$ cat src/rtl/alu_pkg.sv
// Shared definitions for the 4-bit ALU and its nibble sequencer:
// op-codes, sequencer states, widths and the fix-up/carry decision helpers.
package alu_pkg;

    localparam int NIBBLE_W = 4;
    localparam int WORD_W   = 8;

    localparam logic [2:0] OP_AND = 3'b000;
    localparam logic [2:0] OP_OR  = 3'b001;
    localparam logic [2:0] OP_XOR = 3'b010;
    localparam logic [2:0] OP_NOT = 3'b011;
    localparam logic [2:0] OP_ADD = 3'b100;
    localparam logic [2:0] OP_SUB = 3'b101;
    localparam logic [2:0] OP_SHL = 3'b110;
    localparam logic [2:0] OP_SHR = 3'b111;

    typedef enum logic [2:0] {
        IDLE,
        LO,
        HI,
        FIX,
        DONE
    } seq_state_t;

    // A third pass is needed when the low nibble spills into the high one
    // (carry/borrow) or a shift moves a bit across the nibble boundary.
    function automatic logic needs_fix(input logic [2:0] op, input logic carry_lo,
                                       input logic a_bit3, input logic a_bit4);
        case (op)
            OP_ADD, OP_SUB: return carry_lo;
            OP_SHL:         return a_bit3;
            OP_SHR:         return a_bit4;
            default:        return 1'b0;
        endcase
    endfunction

    function automatic logic word_carry(input logic [2:0] op, input logic arith_carry,
                                        input logic a_bit7, input logic a_bit0);
        case (op)
            OP_ADD, OP_SUB: return arith_carry;
            OP_SHL:         return a_bit7;
            OP_SHR:         return a_bit0;
            default:        return 1'b0;
        endcase
    endfunction

endpackage

$ cat src/rtl/alu_nibble_sequencer_if.sv
// Command and response channels between a command source and the sequencer.
interface alu_nibble_sequencer_if;
    import alu_pkg::*;

    logic              cmd_valid;
    logic              cmd_ready;
    logic [2:0]        cmd_op;
    logic [WORD_W-1:0] cmd_a;
    logic [WORD_W-1:0] cmd_b;

    logic              rsp_valid;
    logic              rsp_ready;
    logic [WORD_W-1:0] rsp_result;
    logic              rsp_zero;
    logic              rsp_carry;

    modport master (
        output cmd_valid, cmd_op, cmd_a, cmd_b, rsp_ready,
        input  cmd_ready, rsp_valid, rsp_result, rsp_zero, rsp_carry
    );

    modport slave (
        input  cmd_valid, cmd_op, cmd_a, cmd_b, rsp_ready,
        output cmd_ready, rsp_valid, rsp_result, rsp_zero, rsp_carry
    );

endinterface

$ cat src/rtl/alu_nibble_sequencer.sv
// Runs 8-bit commands as low/high (and optional fix-up) nibble passes through
// one external 4-bit ALU, returning the word result with Zero/Carry flags.
module alu_nibble_sequencer
    import alu_pkg::*;
#(
    parameter int ALU_REG = 0
) (
    input  logic                clk,
    input  logic                rst_n,
    alu_nibble_sequencer_if.slave bus,
    output logic [NIBBLE_W-1:0] alu_a,
    output logic [NIBBLE_W-1:0] alu_b,
    output logic [2:0]          alu_op,
    input  logic [NIBBLE_W-1:0] alu_result,
    input  logic                alu_zero,
    input  logic                alu_carry,
    output logic                busy
);

    seq_state_t          state;
    logic                phase;
    logic [2:0]          op_q;
    logic [NIBBLE_W-1:0] a_hi_q;
    logic [NIBBLE_W-1:0] b_hi_q;
    logic                a_bit0_q;
    logic                a_bit3_q;
    logic [NIBBLE_W-1:0] lo_res;
    logic [NIBBLE_W-1:0] hi_res;
    logic                carry_lo;
    logic                carry_hi;

    logic                rsp_valid_q;
    logic [WORD_W-1:0]   rsp_result_q;
    logic                rsp_zero_q;
    logic                rsp_carry_q;

    logic                pass_last;
    logic [WORD_W-1:0]   done_word;
    logic                done_carry;
    logic                unused_alu_zero;

    assign unused_alu_zero = alu_zero;

    // A registered ALU needs a second cycle per pass before its result is valid.
    assign pass_last = (ALU_REG == 0) || phase;

    // Word assembled when leaving HI (no fix) or FIX; SHR fixes the low nibble.
    assign done_word  = (state == FIX && op_q == OP_SHR) ? {hi_res, alu_result}
                                                         : {alu_result, lo_res};
    assign done_carry = word_carry(op_q, (state == FIX) ? (carry_hi | alu_carry) : alu_carry,
                                   a_hi_q[3], a_bit0_q);

    assign bus.cmd_ready  = (state == IDLE);
    assign busy           = (state != IDLE);
    assign bus.rsp_valid  = rsp_valid_q;
    assign bus.rsp_result = rsp_result_q;
    assign bus.rsp_zero   = rsp_zero_q;
    assign bus.rsp_carry  = rsp_carry_q;

    always_ff @(posedge clk or negedge rst_n) begin
        if (!rst_n) begin
            state        <= IDLE;
            phase        <= 1'b0;
            op_q         <= OP_AND;
            a_hi_q       <= '0;
            b_hi_q       <= '0;
            a_bit0_q     <= 1'b0;
            a_bit3_q     <= 1'b0;
            lo_res       <= '0;
            hi_res       <= '0;
            carry_lo     <= 1'b0;
            carry_hi     <= 1'b0;
            alu_a        <= '0;
            alu_b        <= '0;
            alu_op       <= OP_AND;
            rsp_valid_q  <= 1'b0;
            rsp_result_q <= '0;
            rsp_zero_q   <= 1'b0;
            rsp_carry_q  <= 1'b0;
        end else begin
            case (state)
                IDLE: begin
                    if (bus.cmd_valid) begin
                        op_q     <= bus.cmd_op;
                        a_hi_q   <= bus.cmd_a[7:4];
                        b_hi_q   <= bus.cmd_b[7:4];
                        a_bit0_q <= bus.cmd_a[0];
                        a_bit3_q <= bus.cmd_a[3];
                        alu_a    <= bus.cmd_a[3:0];
                        alu_b    <= bus.cmd_b[3:0];
                        alu_op   <= bus.cmd_op;
                        phase    <= 1'b0;
                        state    <= LO;
                    end
                end
                LO: begin
                    if (!pass_last) begin
                        phase <= 1'b1;
                    end else begin
                        lo_res   <= alu_result;
                        carry_lo <= alu_carry;
                        alu_a    <= a_hi_q;
                        alu_b    <= b_hi_q;
                        phase    <= 1'b0;
                        state    <= HI;
                    end
                end
                HI: begin
                    if (!pass_last) begin
                        phase <= 1'b1;
                    end else begin
                        hi_res   <= alu_result;
                        carry_hi <= alu_carry;
                        phase    <= 1'b0;
                        if (needs_fix(op_q, carry_lo, a_bit3_q, a_hi_q[0])) begin
                            state <= FIX;
                            case (op_q)
                                OP_SHR: begin
                                    alu_a  <= lo_res;
                                    alu_b  <= 4'b1000;
                                    alu_op <= OP_OR;
                                end
                                OP_SHL: begin
                                    alu_a  <= alu_result;
                                    alu_b  <= 4'b0001;
                                    alu_op <= OP_OR;
                                end
                                default: begin
                                    alu_a  <= alu_result;
                                    alu_b  <= 4'b0001;
                                end
                            endcase
                        end else begin
                            rsp_result_q <= done_word;
                            rsp_zero_q   <= (done_word == '0);
                            rsp_carry_q  <= done_carry;
                            rsp_valid_q  <= 1'b1;
                            state        <= DONE;
                        end
                    end
                end
                FIX: begin
                    if (!pass_last) begin
                        phase <= 1'b1;
                    end else begin
                        rsp_result_q <= done_word;
                        rsp_zero_q   <= (done_word == '0);
                        rsp_carry_q  <= done_carry;
                        rsp_valid_q  <= 1'b1;
                        state        <= DONE;
                    end
                end
                DONE: begin
                    if (bus.rsp_ready) begin
                        rsp_valid_q <= 1'b0;
                        state       <= IDLE;
                    end
                end
                default: state <= IDLE;
            endcase
        end
    end

endmodule

$ cat src/flat_wrapper.sv
// flat-port wrapper written by rule: the top's interface ports become plain ports
module alu_nibble_sequencer_flat import alu_pkg::*;
#(
    parameter int ALU_REG = 0
)
  (clk, rst_n, alu_a, alu_b, alu_op, alu_result, alu_zero, alu_carry, busy, bus_cmd_valid, bus_cmd_op, bus_cmd_a, bus_cmd_b, bus_rsp_ready, bus_cmd_ready, bus_rsp_valid, bus_rsp_result, bus_rsp_zero, bus_rsp_carry);
  alu_nibble_sequencer_if bus_i ();
  input  logic clk;
  input  logic rst_n;
  output logic [NIBBLE_W-1:0] alu_a;
  output logic [NIBBLE_W-1:0] alu_b;
  output logic [2:0] alu_op;
  input  logic [NIBBLE_W-1:0] alu_result;
  input  logic alu_zero;
  input  logic alu_carry;
  output logic busy;
  input wire logic [$bits(bus_i.cmd_valid)-1:0] bus_cmd_valid;
  input wire logic [$bits(bus_i.cmd_op)-1:0] bus_cmd_op;
  input wire logic [$bits(bus_i.cmd_a)-1:0] bus_cmd_a;
  input wire logic [$bits(bus_i.cmd_b)-1:0] bus_cmd_b;
  input wire logic [$bits(bus_i.rsp_ready)-1:0] bus_rsp_ready;
  output wire logic [$bits(bus_i.cmd_ready)-1:0] bus_cmd_ready;
  output wire logic [$bits(bus_i.rsp_valid)-1:0] bus_rsp_valid;
  output wire logic [$bits(bus_i.rsp_result)-1:0] bus_rsp_result;
  output wire logic [$bits(bus_i.rsp_zero)-1:0] bus_rsp_zero;
  output wire logic [$bits(bus_i.rsp_carry)-1:0] bus_rsp_carry;
  assign bus_i.cmd_valid = bus_cmd_valid;
  assign bus_i.cmd_op = bus_cmd_op;
  assign bus_i.cmd_a = bus_cmd_a;
  assign bus_i.cmd_b = bus_cmd_b;
  assign bus_i.rsp_ready = bus_rsp_ready;
  assign bus_cmd_ready = bus_i.cmd_ready;
  assign bus_rsp_valid = bus_i.rsp_valid;
  assign bus_rsp_result = bus_i.rsp_result;
  assign bus_rsp_zero = bus_i.rsp_zero;
  assign bus_rsp_carry = bus_i.rsp_carry;
  alu_nibble_sequencer #(.ALU_REG(ALU_REG)) u_core (.clk(clk), .rst_n(rst_n), .bus(bus_i), .alu_a(alu_a), .alu_b(alu_b), .alu_op(alu_op), .alu_result(alu_result), .alu_zero(alu_zero), .alu_carry(alu_carry), .busy(busy));
endmodule
$ cat config.mk
export PLATFORM = sky130hd
export DESIGN_NAME = alu_nibble_sequencer_flat
export DESIGN_NICKNAME = d
export VERILOG_FILES = /design/src/rtl/alu_pkg.sv /design/src/rtl/alu_nibble_sequencer_if.sv /design/src/rtl/alu_nibble_sequencer.sv /design/src/flat_wrapper.sv
export SDC_FILE = /design/constraint.sdc
export NUM_CORES = 1
export LEC_CHECK = 0
export ABC_CLOCK_PERIOD_IN_PS = 3800
export CAP_MARGIN = 0
export CORE_MARGIN = 2
export CORE_UTILIZATION = 51
export CTS_CLUSTER_SIZE = 10
export DETAILED_ROUTE_END_ITERATION = 8
export DONT_BUFFER_PORTS = 1
export PLACE_DENSITY = 0.74
export SLEW_MARGIN = 20
export SYNTH_ARGS = -nofsm -noshare
export SYNTH_HDL_FRONTEND = slang
export SYNTH_SLANG_ARGS = --single-unit
$ cat constraint.sdc
create_clock -name clk -period 3.8 [get_ports clk]
set_clock_uncertainty 0.05 [all_clocks]
set_input_delay 0.76 -clock clk [delete_from_list [all_inputs] [get_ports clk]]
set_output_delay 0.76 -clock clk [all_outputs]
set_load 0.01 [all_outputs]
# --- Yosys cells after proc, flatten, opt, wreduce, memory -nomap -nowiden ---
# Index checks and enable logic that the tools add are counted.
# Widths: inputs -> output; s select.
word_totals:
  register_bits: 48
  output_inout_bits: 24
classes:
  eq_ne: 13
  muxes: 30
  n_bitwise: 1
  n_reduce_logical: 16
op_table:
  columns: ["cell", "count"]
  rows:
  - ["$mux 4", 6]
  - ["$pmux 4 s3", 2]
  - ["$mux 3", 6]
  - ["$mux 8", 2]
  - ["$pmux 8 s2", 1]
  - ["$eq 3x3->1 const B", 5]
  - ["$pmux 3 s5", 1]
  - ["$pmux 1 s3", 3]
  - ["$reduce_bool 3->1", 3]
  - ["$logic_not 8->1", 1]
  - ["$ne 2x2->1 const B", 4]
  - ["$eq 3x2->1 const B", 2]
  - ["$mux 1", 6]
  - ["$pmux 3 s2", 1]
  - ["$reduce_and 2->1", 3]
  - ["$reduce_and 3->1", 2]
  - ["$pmux 1 s2", 2]
  - ["$reduce_and 4->1", 1]
  - ["$reduce_bool 2->1", 2]
  - ["$reduce_or 2->1", 2]
  - ["$eq 3x1->1 const B", 1]
  - ["$logic_not 3->1", 1]
  - ["$ne 2x1->1 const B", 1]
  - ["$logic_and 1x1->1", 1]
  - ["$or 1x1->1", 1]

# --- Longest topological paths before layout ---
# Gate-level depths: netlist of the first run.
logic_depth:
  depth_word: 6
  ltp_mapped: 7
  ltp_nobuf: 4

# --- Least setup slack after synthesis of the first run ---
# OpenSTA, ideal clock, no wires.
synth_path:
  path_type: "input port to flip-flop"
  start: "in bus_cmd_valid"
  end: "reg u_core.alu_a[0]"
  setup_time_ps: 125
  arrival_time_ps: 1740
  path_slack_ps: 1885
  cell_stages: 4
  n_path_buf: 1
  path_cell_list: "and2_1 -> buf_2 -> a211oi_4 -> mux2_2"
synth_between:
  elab_chain_cells: 2
synth_lines:
  columns: ["item", "line", "source"]
  rows:
  - ["start, declared", "flat_wrapper.sv:17", "input wire logic [$bits(bus_i.cmd_valid)-1:0] bus_cmd_valid;"]
  - ["$ne 2x2->1 (no line)", null, null]
  - ["$reduce_and 3->1 (no line)", null, null]
  - ["end signal, assigned", "alu_nibble_sequencer.sv:89", "alu_a <= bus.cmd_a[3:0];"]
  - ["end signal, assigned", "alu_nibble_sequencer.sv:102", "alu_a <= a_hi_q;"]
  - ["end signal, assigned", "alu_nibble_sequencer.sv:119", "alu_a <= lo_res;"]
  - ["end, declared", "alu_nibble_sequencer.sv:11", "output logic [NIBBLE_W-1:0] alu_a,"]
# No other way between the ends.
# A chain may end at the register's enable or synchronous reset.

# --- Worst setup path in the final report of the first run ---
layout_path:
  start: "reg u_core.state[2]"
  end: "reg u_core.alu_a[1]"
layout_between:
  elab_chain_cells: 3
  word_cells_on_any_way: 8
  classes_between: "4 x eq/ne; 1 x mux; 3 x reduce/logical"
layout_lines:
  columns: ["item", "line", "source"]
  rows:
  - ["start, declared", "alu_nibble_sequencer.sv:20", "seq_state_t state;"]
  - ["start signal, assigned", "alu_nibble_sequencer.sv:62", "state <= IDLE;"]
  - ["start signal, assigned", "alu_nibble_sequencer.sv:93", "state <= LO;"]
  - ["start signal, assigned", "alu_nibble_sequencer.sv:105", "state <= HI;"]
  - ["$logic_not 3->1 *", null, null]
  - ["net bus_cmd_ready", "flat_wrapper.sv:22", "output wire logic [$bits(bus_i.cmd_ready)-1:0] bus_cmd_ready;"]
  - ["$ne 2x2->1 (no line) / $reduce_bool 3->1 (equally long branches)", null, null]
  - ["$reduce_and 3->1 (no line)", null, null]
# The timed path passes the listed nets; every way through them passes the cells marked *.

==> results of run 1 <==
==> synthesized netlist by cell type (all sizes together), types with 2 or more instances <==
| cell type | n |
|---|---|
| nor2 | 7 |
| nor3b | 4 |
| mux2i | 9 |
| dfrtp | 48 |
| or4 | 2 |
| a21oi | 3 |
| o21ai | 3 |
| nor3 | 3 |
| o211ai | 4 |
| a32oi | 4 |
| buf | 8 |
| o41ai | 2 |
| mux2 | 42 |
| a22o | 5 |
| a21o | 2 |
| inv | 5 |
| a211oi | 2 |
| nand2 | 22 |
==> power by group through the flow <==
| stage | sequential [W] | clock, W | combinational [W] |
|---|---|---|---|
| 2_1_floorplan | 0.000952 | 0 | 0.000796 |
| 3_3_place_gp | 0.00105 | 0 | 0.000813 |
| 3_5_place_dp | 0.00107 | 0 | 0.000853 |
| 4_1_cts | 0.00106 | 0.000366 | 0.000855 |
| 5_1_grt | 0.00110 | 0.000394 | 0.000927 |
| 6_report | 0.00106 | 0.000363 | 0.000841 |
==> cell type report <==
| cell class | count | area [µm²] |
|---|---|---|
| repair buffers | 1 | 7.51 |
| well taps | 52 | 65.1 |
| inverters | 5 | 18.8 |
| multi-input cells | 123 | 1060 |
| flip-flops and latches | 48 | 1200 |
| clock buffers | 6 | 72.6 |
| clock inverters | 2 | 35.0 |
| fillers | 376 | 1930 |
==> cells by family after synthesis <==
kind of cell,count (synthesis),share of synthesized area (%)
flops,48,51.6
simple gates,43,10.8
compound gates,29,10.5
mux,51,24.2
buf+inv,13,2.85
==> per-stage QoR <==
step	hold WS, ns	util (%)	area (µm²)
floorplan	0.388	-	2330
global placement	0.405	53.6	2350
detailed placement	0.405	53.6	2350
CTS	0.0904	56.1	2460
global route	0.0680	56.1	2460
finish	0.0951	56.1	2460
==> worst paths after layout <==
| kind | from | endpoint | slack (ns) | cells after the start |
|---|---|---|---|---|
| min in group clk | u_core.carry_hi | u_core.carry_hi | 0.42 | 2 |
| worst max-delay path | u_core.state[2] | u_core.alu_a[1] | 1.47 | 4 |
| worst min register to register | u_core.carry_hi | u_core.carry_hi | 0.42 | 2 |
| worst max register to register | u_core.state[2] | u_core.alu_a[1] | 1.47 | 4 |
| max in group asynchronous | rst_n | u_core.hi_res[1] | 3.52 | 0 |
| worst min-delay path | rst_n | u_core.alu_b[1] | 0.1 | 0 |
==> per-layer routing <==
metal,vias up,share of wire [%],wire [µm]
met5,-,0,0
li1,668,-,-
met2,40,50,2360
met4,0,0.83,39
met3,6,7.4,347
met1,741,42,1950
==> registers in the layout (all words and copies together), names as in the netlist, 3 cells and up <==
name,cells
u_core.alu_a,4
u_core.b_hi_q,4
u_core.hi_res,4
u_core.state,3
u_core.lo_res,4
u_core.alu_b,4
u_core.op_q,3
u_core.alu_op,3
u_core.bus.rsp_result,8
u_core.a_hi_q,4
==> results.sh, run 1 <==
export IMPL_outcome="complete, no violations"
export IMPL_initial_utilization_pct=53.1
export IMPL_first_global_vias=1504
export IMPL_yosysSeqAreaShare_pct=51.6
export IMPL_post_cts_hold_buffer_count=0
export IMPL_avgSynthCellArea_um2=12.6
export IMPL_postCtsResizedCells=0
export IMPL_power_total_w=0.00226
export IMPL_critPathBufInv=0
export IMPL_htree_num_levels=2
export IMPL_power_leakage_nw=1.06
export IMPL_most_common_layout_cells="sky130_fd_sc_hd__dfrtp_1, sky130_fd_sc_hd__mux2_2, sky130_fd_sc_hd__nand2_1, sky130_fd_sc_hd__mux2i_1"
export IMPL_crit_type="reg -> reg"
export IMPL_postRouteAntennaNets=0
export IMPL_vias_per_cell=6.14
export IMPL_global_route_usage_total_pct=19.2
export IMPL_cts_clk_slew_worst_paths_ns=0.09
export IMPL_switching_share_pct=37.3
export IMPL_layoutNonFillerInstCount=237
export IMPL_fmax_ghz=0.429
export IMPL_synth_top_area_share_pct=51.6
export IMPL_tritoncts="built"
export IMPL_worst_slew_margin_pct=44.8
export IMPL_power_share_clock_pct=16.0
export IMPL_core_um2=4380
export IMPL_path_cells="nor3_2 -> and2_1 -> a211oi_4 -> mux2_2"
export IMPL_nets_final=213
export IMPL_yosysTopAreaCell="sky130_fd_sc_hd__dfrtp_1"
export IMPL_synth_top_flop_cell="sky130_fd_sc_hd__dfrtp_1"
export IMPL_power_frac_comb_pct=37.1
export IMPL_clkLatencyLatePin_ns=0.30
export IMPL_total_gr_overflow=0
export IMPL_share_seq_of_total_power_pct=46.8
export IMPL_crit_path_arrival_time_ns=2.47
export IMPL_pre_cts_ws_ns=1.45
export IMPL_drtIter0Drc=63
export IMPL_chipWidth_um=71.5
export IMPL_grt_use_met1_pct=23.7
export IMPL_internal_power_w=0.00142
export IMPL_min_period_ns=2.33
export IMPL_synth_yosys_warnings=0
export IMPL_gr_peak_layer="met2"
export IMPL_top_level_ports=53
export IMPL_syn_inst=184
export IMPL_globalRouteMet3Util_pct=6.47
export IMPL_route_final_wire_length_mm=4.70
export IMPL_startpoint_type="register"
export IMPL_detailroute_via_count=1455
export IMPL_drc_errors=0
export IMPL_number_of_distinct_library_cells_after_synthesis=36
export IMPL_ys_ff_latch=48
export IMPL_critPathCaptureType="register"
export IMPL_cpLargestDelayFamily="flip-flops"
export IMPL_power_density_cell_area_nw_per_um2=920
export IMPL_antenna_cells=0
export IMPL_largest_net_degree_at_the_start_of_global_routing=49
export IMPL_largest_fanout_on_the_critical_path=18
export IMPL_synth_enable_flop_cells=0
export IMPL_hold_path_class="in -> async"
export IMPL_crit_path_max_incr_delay_ns=0.65
export IMPL_hold_viol=0
export IMPL_cts_max_path_buffers=2
export IMPL_max_vdd_ir_drop_uv=421
export IMPL_final_max_slew_viol_count=0
export IMPL_syn2layout_area_growth_pct=5.70
export IMPL_port_buffers=0
export IMPL_place_congestion=0.778
export IMPL_rsz0062_at_grt="no"
export IMPL_timing_setup_tns_ns=0
export IMPL_post_detailed_route_wirelength_per_cell_um=19.8
export IMPL_crit_path_top_delay_cell="sky130_fd_sc_hd__dfrtp_1"
export IMPL_drive_above_1_share_pct=34.1
export IMPL_synth_top_cells_by_area="sky130_fd_sc_hd__dfrtp_1, sky130_fd_sc_hd__mux2_2, sky130_fd_sc_hd__mux2i_1"
export IMPL_mappedNetlistArea_um2=2330
export IMPL_synth_async_reset_ratio_pct=100
export IMPL_grt_pass1_wl_mm=7.61
export IMPL_worst_endpoint_required_ns=3.94
export IMPL_final_common_cell="sky130_fd_sc_hd__dfrtp_1"
export IMPL_post_route_period_util_pct=61.4
export IMPL_antenna_found_initial=0
export IMPL_numClockSinks=48
export IMPL_numPlacedInstances=229
export IMPL_finalSetupViolations=0
export IMPL_clock_root_buffer="sky130_fd_sc_hd__clkbuf_8"
export IMPL_post_cts_repair_setup_buffers=0
export IMPL_setup_slack_ns=1.47
export IMPL_die_ar_um2=5120
export IMPL_rows=24
export IMPL_tightest_slew_ns=0.827
export IMPL_chipHeight_um=71.5
export IMPL_netSwitchingPower_w=0.000845
export IMPL_cts_buffers=5
export IMPL_drt_pass1_iter_count=4
export IMPL_maxCapViolCount=0
export IMPL_post_synthesis_net_count=213
export IMPL_gr_usage_met2_pct=32.2
export IMPL_hpwlAfterDp_mm=3.46
Note: power is estimated with default switching activity, not from simulation.
==> run 2: changes to the inputs <==
- ABC_CLOCK_PERIOD_IN_PS: 3800 -> 2200
- clock period: 3.8 -> 2.2 ns (I/O delays scaled with it)
==> run 2 against run 1 <==
Net effect: via count up 4.3%; core utilization up 2.0 points; final cell count up 4.2%; clock power up 35%; count of clock-buffer cells in the layout unchanged; combinational power up 96%; sequential cell count unchanged; sequential share of layout area down 1.7 points; wire length up 5.1%; maximum frequency up 15%; largest power group unchanged.
==> results.sh, run 2 (synthesis gave the netlist of run 1 again) <==
export IMPL_outcome="complete, no violations"
export IMPL_die_ar_um2=5120
export IMPL_htree_num_levels=2
export IMPL_chipHeight_um=71.5
export IMPL_total_gr_overflow=0
export IMPL_reg2reg_slack_ns=0.17
export IMPL_setup_slack_ns=0.171
export IMPL_crit_path_arrival_time_ns=2.16
export IMPL_max_vdd_ir_drop_uv=727
export IMPL_antenna_cells=0
export IMPL_fillerInstances=367
export IMPL_worst_endpoint_required_ns=2.33
export IMPL_chipWidth_um=71.5
export IMPL_most_common_layout_cells="sky130_fd_sc_hd__dfrtp_1, sky130_fd_sc_hd__mux2_2, sky130_fd_sc_hd__nand2_1, sky130_fd_sc_hd__mux2i_1, sky130_fd_sc_hd__buf_4"
export IMPL_crit_top_cell="sky130_fd_sc_hd__mux2_2"
export IMPL_route_final_wire_length_mm=4.94
export IMPL_grt_pass1_wl_mm=8.23
export IMPL_core_um2=4380
export IMPL_clock_root_buffer="sky130_fd_sc_hd__clkbuf_8"
export IMPL_hold_path_endpoint="u_core.carry_hi"
export IMPL_cpLargestDelayFamily="multiplexers"
export IMPL_drtIter0Drc=109
export IMPL_r2r_start="u_core.state[0]"
export IMPL_cts_buffers=5
export IMPL_timing_setup_tns_ns=0
export IMPL_worst_r2r_cell_count=4
export IMPL_post_detailed_route_wirelength_per_cell_um=20.0
export IMPL_nets_final=224
export IMPL_min_period_ns=2.03
export IMPL_crit_path_max_incr_delay_ns=0.61
export IMPL_post_route_period_util_pct=92.2
export IMPL_power_total_w=0.00396
export IMPL_final_common_cell="sky130_fd_sc_hd__dfrtp_1"
export IMPL_tightest_slew_ns=0.491
export IMPL_startpoint_type="register"
export IMPL_vias_per_cell=6.14
export IMPL_detailroute_via_count=1517
export IMPL_power_density_cell_area_nw_per_um2=1550
export IMPL_drc_errors=0
export IMPL_fmax_ghz=0.493
export IMPL_post_cts_repair_setup_buffers=0
export IMPL_final_max_slew_viol_count=0
export IMPL_drt_pass1_iter_count=4
export IMPL_largest_net_degree_at_the_start_of_global_routing=49
export IMPL_path_cells="nand2_1 -> nor3_4 -> mux2_2 -> mux2_2"
export IMPL_cts_clk_slew_worst_paths_ns=0.08
export IMPL_crit_type="reg -> reg"
export IMPL_syn2layout_area_growth_pct=9.47
export IMPL_drive_above_1_share_pct=36.9
export IMPL_port_buffers=0
export IMPL_worst_hold_path_num_cells=2
export IMPL_pre_cts_ws_ns=0.194
export IMPL_first_global_vias=1652
export IMPL_maxCapViolCount=0
export IMPL_place_congestion=0.802
export IMPL_largest_reg_flops=8
export IMPL_hold_path_class="in -> reg"
export IMPL_largest_fanout_on_the_critical_path=11
export IMPL_clkLatencyLatePin_ns=0.30
export IMPL_cts_max_path_buffers=2
export IMPL_rsz0062_at_grt="no"
export IMPL_crit_path_top_delay_cell="sky130_fd_sc_hd__dfrtp_1"
export IMPL_regToRegEndpoint="u_core.bus.rsp_result[4]"
export IMPL_finalSetupViolations=0
export IMPL_hold_viol=0
export IMPL_critPathBufInv=0
export IMPL_hpwlAfterDp_mm=3.59
export IMPL_numClockSinks=48
export IMPL_initial_utilization_pct=53.1
export IMPL_antenna_found_initial=0
export IMPL_power_leakage_nw=1.11
export IMPL_worst_slew_margin_pct=67.1
export IMPL_global_route_usage_total_pct=21.0
export IMPL_rows=24
export IMPL_top_level_ports=53
export IMPL_fin_util_pct=58.1
export IMPL_postRouteAntennaNets=0
export IMPL_critPathCaptureType="register"
export IMPL_tritoncts="built"
export IMPL_finalHoldWorstSlack_ns=0.204
export IMPL_worst_hold_startpoint="alu_carry"
[run 2: worst max-delay path by stage]
stage / to / depth (start not counted) / from
after floorplan: u_core.alu_a[0] / 4 / u_core.op_q[0]
after global placement: u_core.bus.rsp_result[3] / 4 / u_core.state[0]
after detailed placement: u_core.bus.rsp_result[1] / 4 / u_core.state[0]
after CTS: u_core.bus.rsp_result[4] / 4 / u_core.state[0]
after global routing: u_core.bus.rsp_result[4] / 4 / u_core.state[0]
final: u_core.bus.rsp_result[4] / 4 / u_core.state[0]
[run 2: per-stage QoR]
stage / cell area [µm²] / std cells
5_1_grt: 2550 / 247
6_report: 2550 / 247
2_1_floorplan: 2330 / 184
3_5_place_dp: 2430 / 238
3_3_place_gp: 2430 / 238
4_1_cts: 2550 / 247
[run 2: routing by layer]
metal | vias to the layer above | GRT usage [%] | part of all wire, %
li1 | 691 | - | -
met1 | 769 | 25.3 | 41
met2 | 49 | 35.5 | 51
met3 | 8 | 7.45 | 6.7
met4 | 0 | 6.50 | 1.3
met5 | - | 0 | 0
[run 2: where the power goes]
group          switching (W)  total, W  internal, W  leakage [nW]
combinational       0.000741   0.00165     0.000909         0.490
clock               0.000273  0.000489     0.000216        0.0410
sequential          0.000495   0.00182      0.00133         0.575
[run 2: cell type report]
class / instances / area, µm² / share of cell area, %
Tap cell: 52 / 65.1 / 2.56
Inverter: 5 / 18.8 / 0.737
Clock inverter: 1 / 5.00 / 0.197
Sequential cell: 48 / 1200 / 47.2
Clock buffer: 6 / 72.6 / 2.85
Multi-Input combinational cell: 123 / 1060 / 41.6
Timing Repair Buffer: 12 / 125 / 4.91
[run 2: repair_timing]
action / CTS / global route
resized for setup: 0 / 0
hold buffers: 2 / 0
hold endpoints to repair: 48 / 0
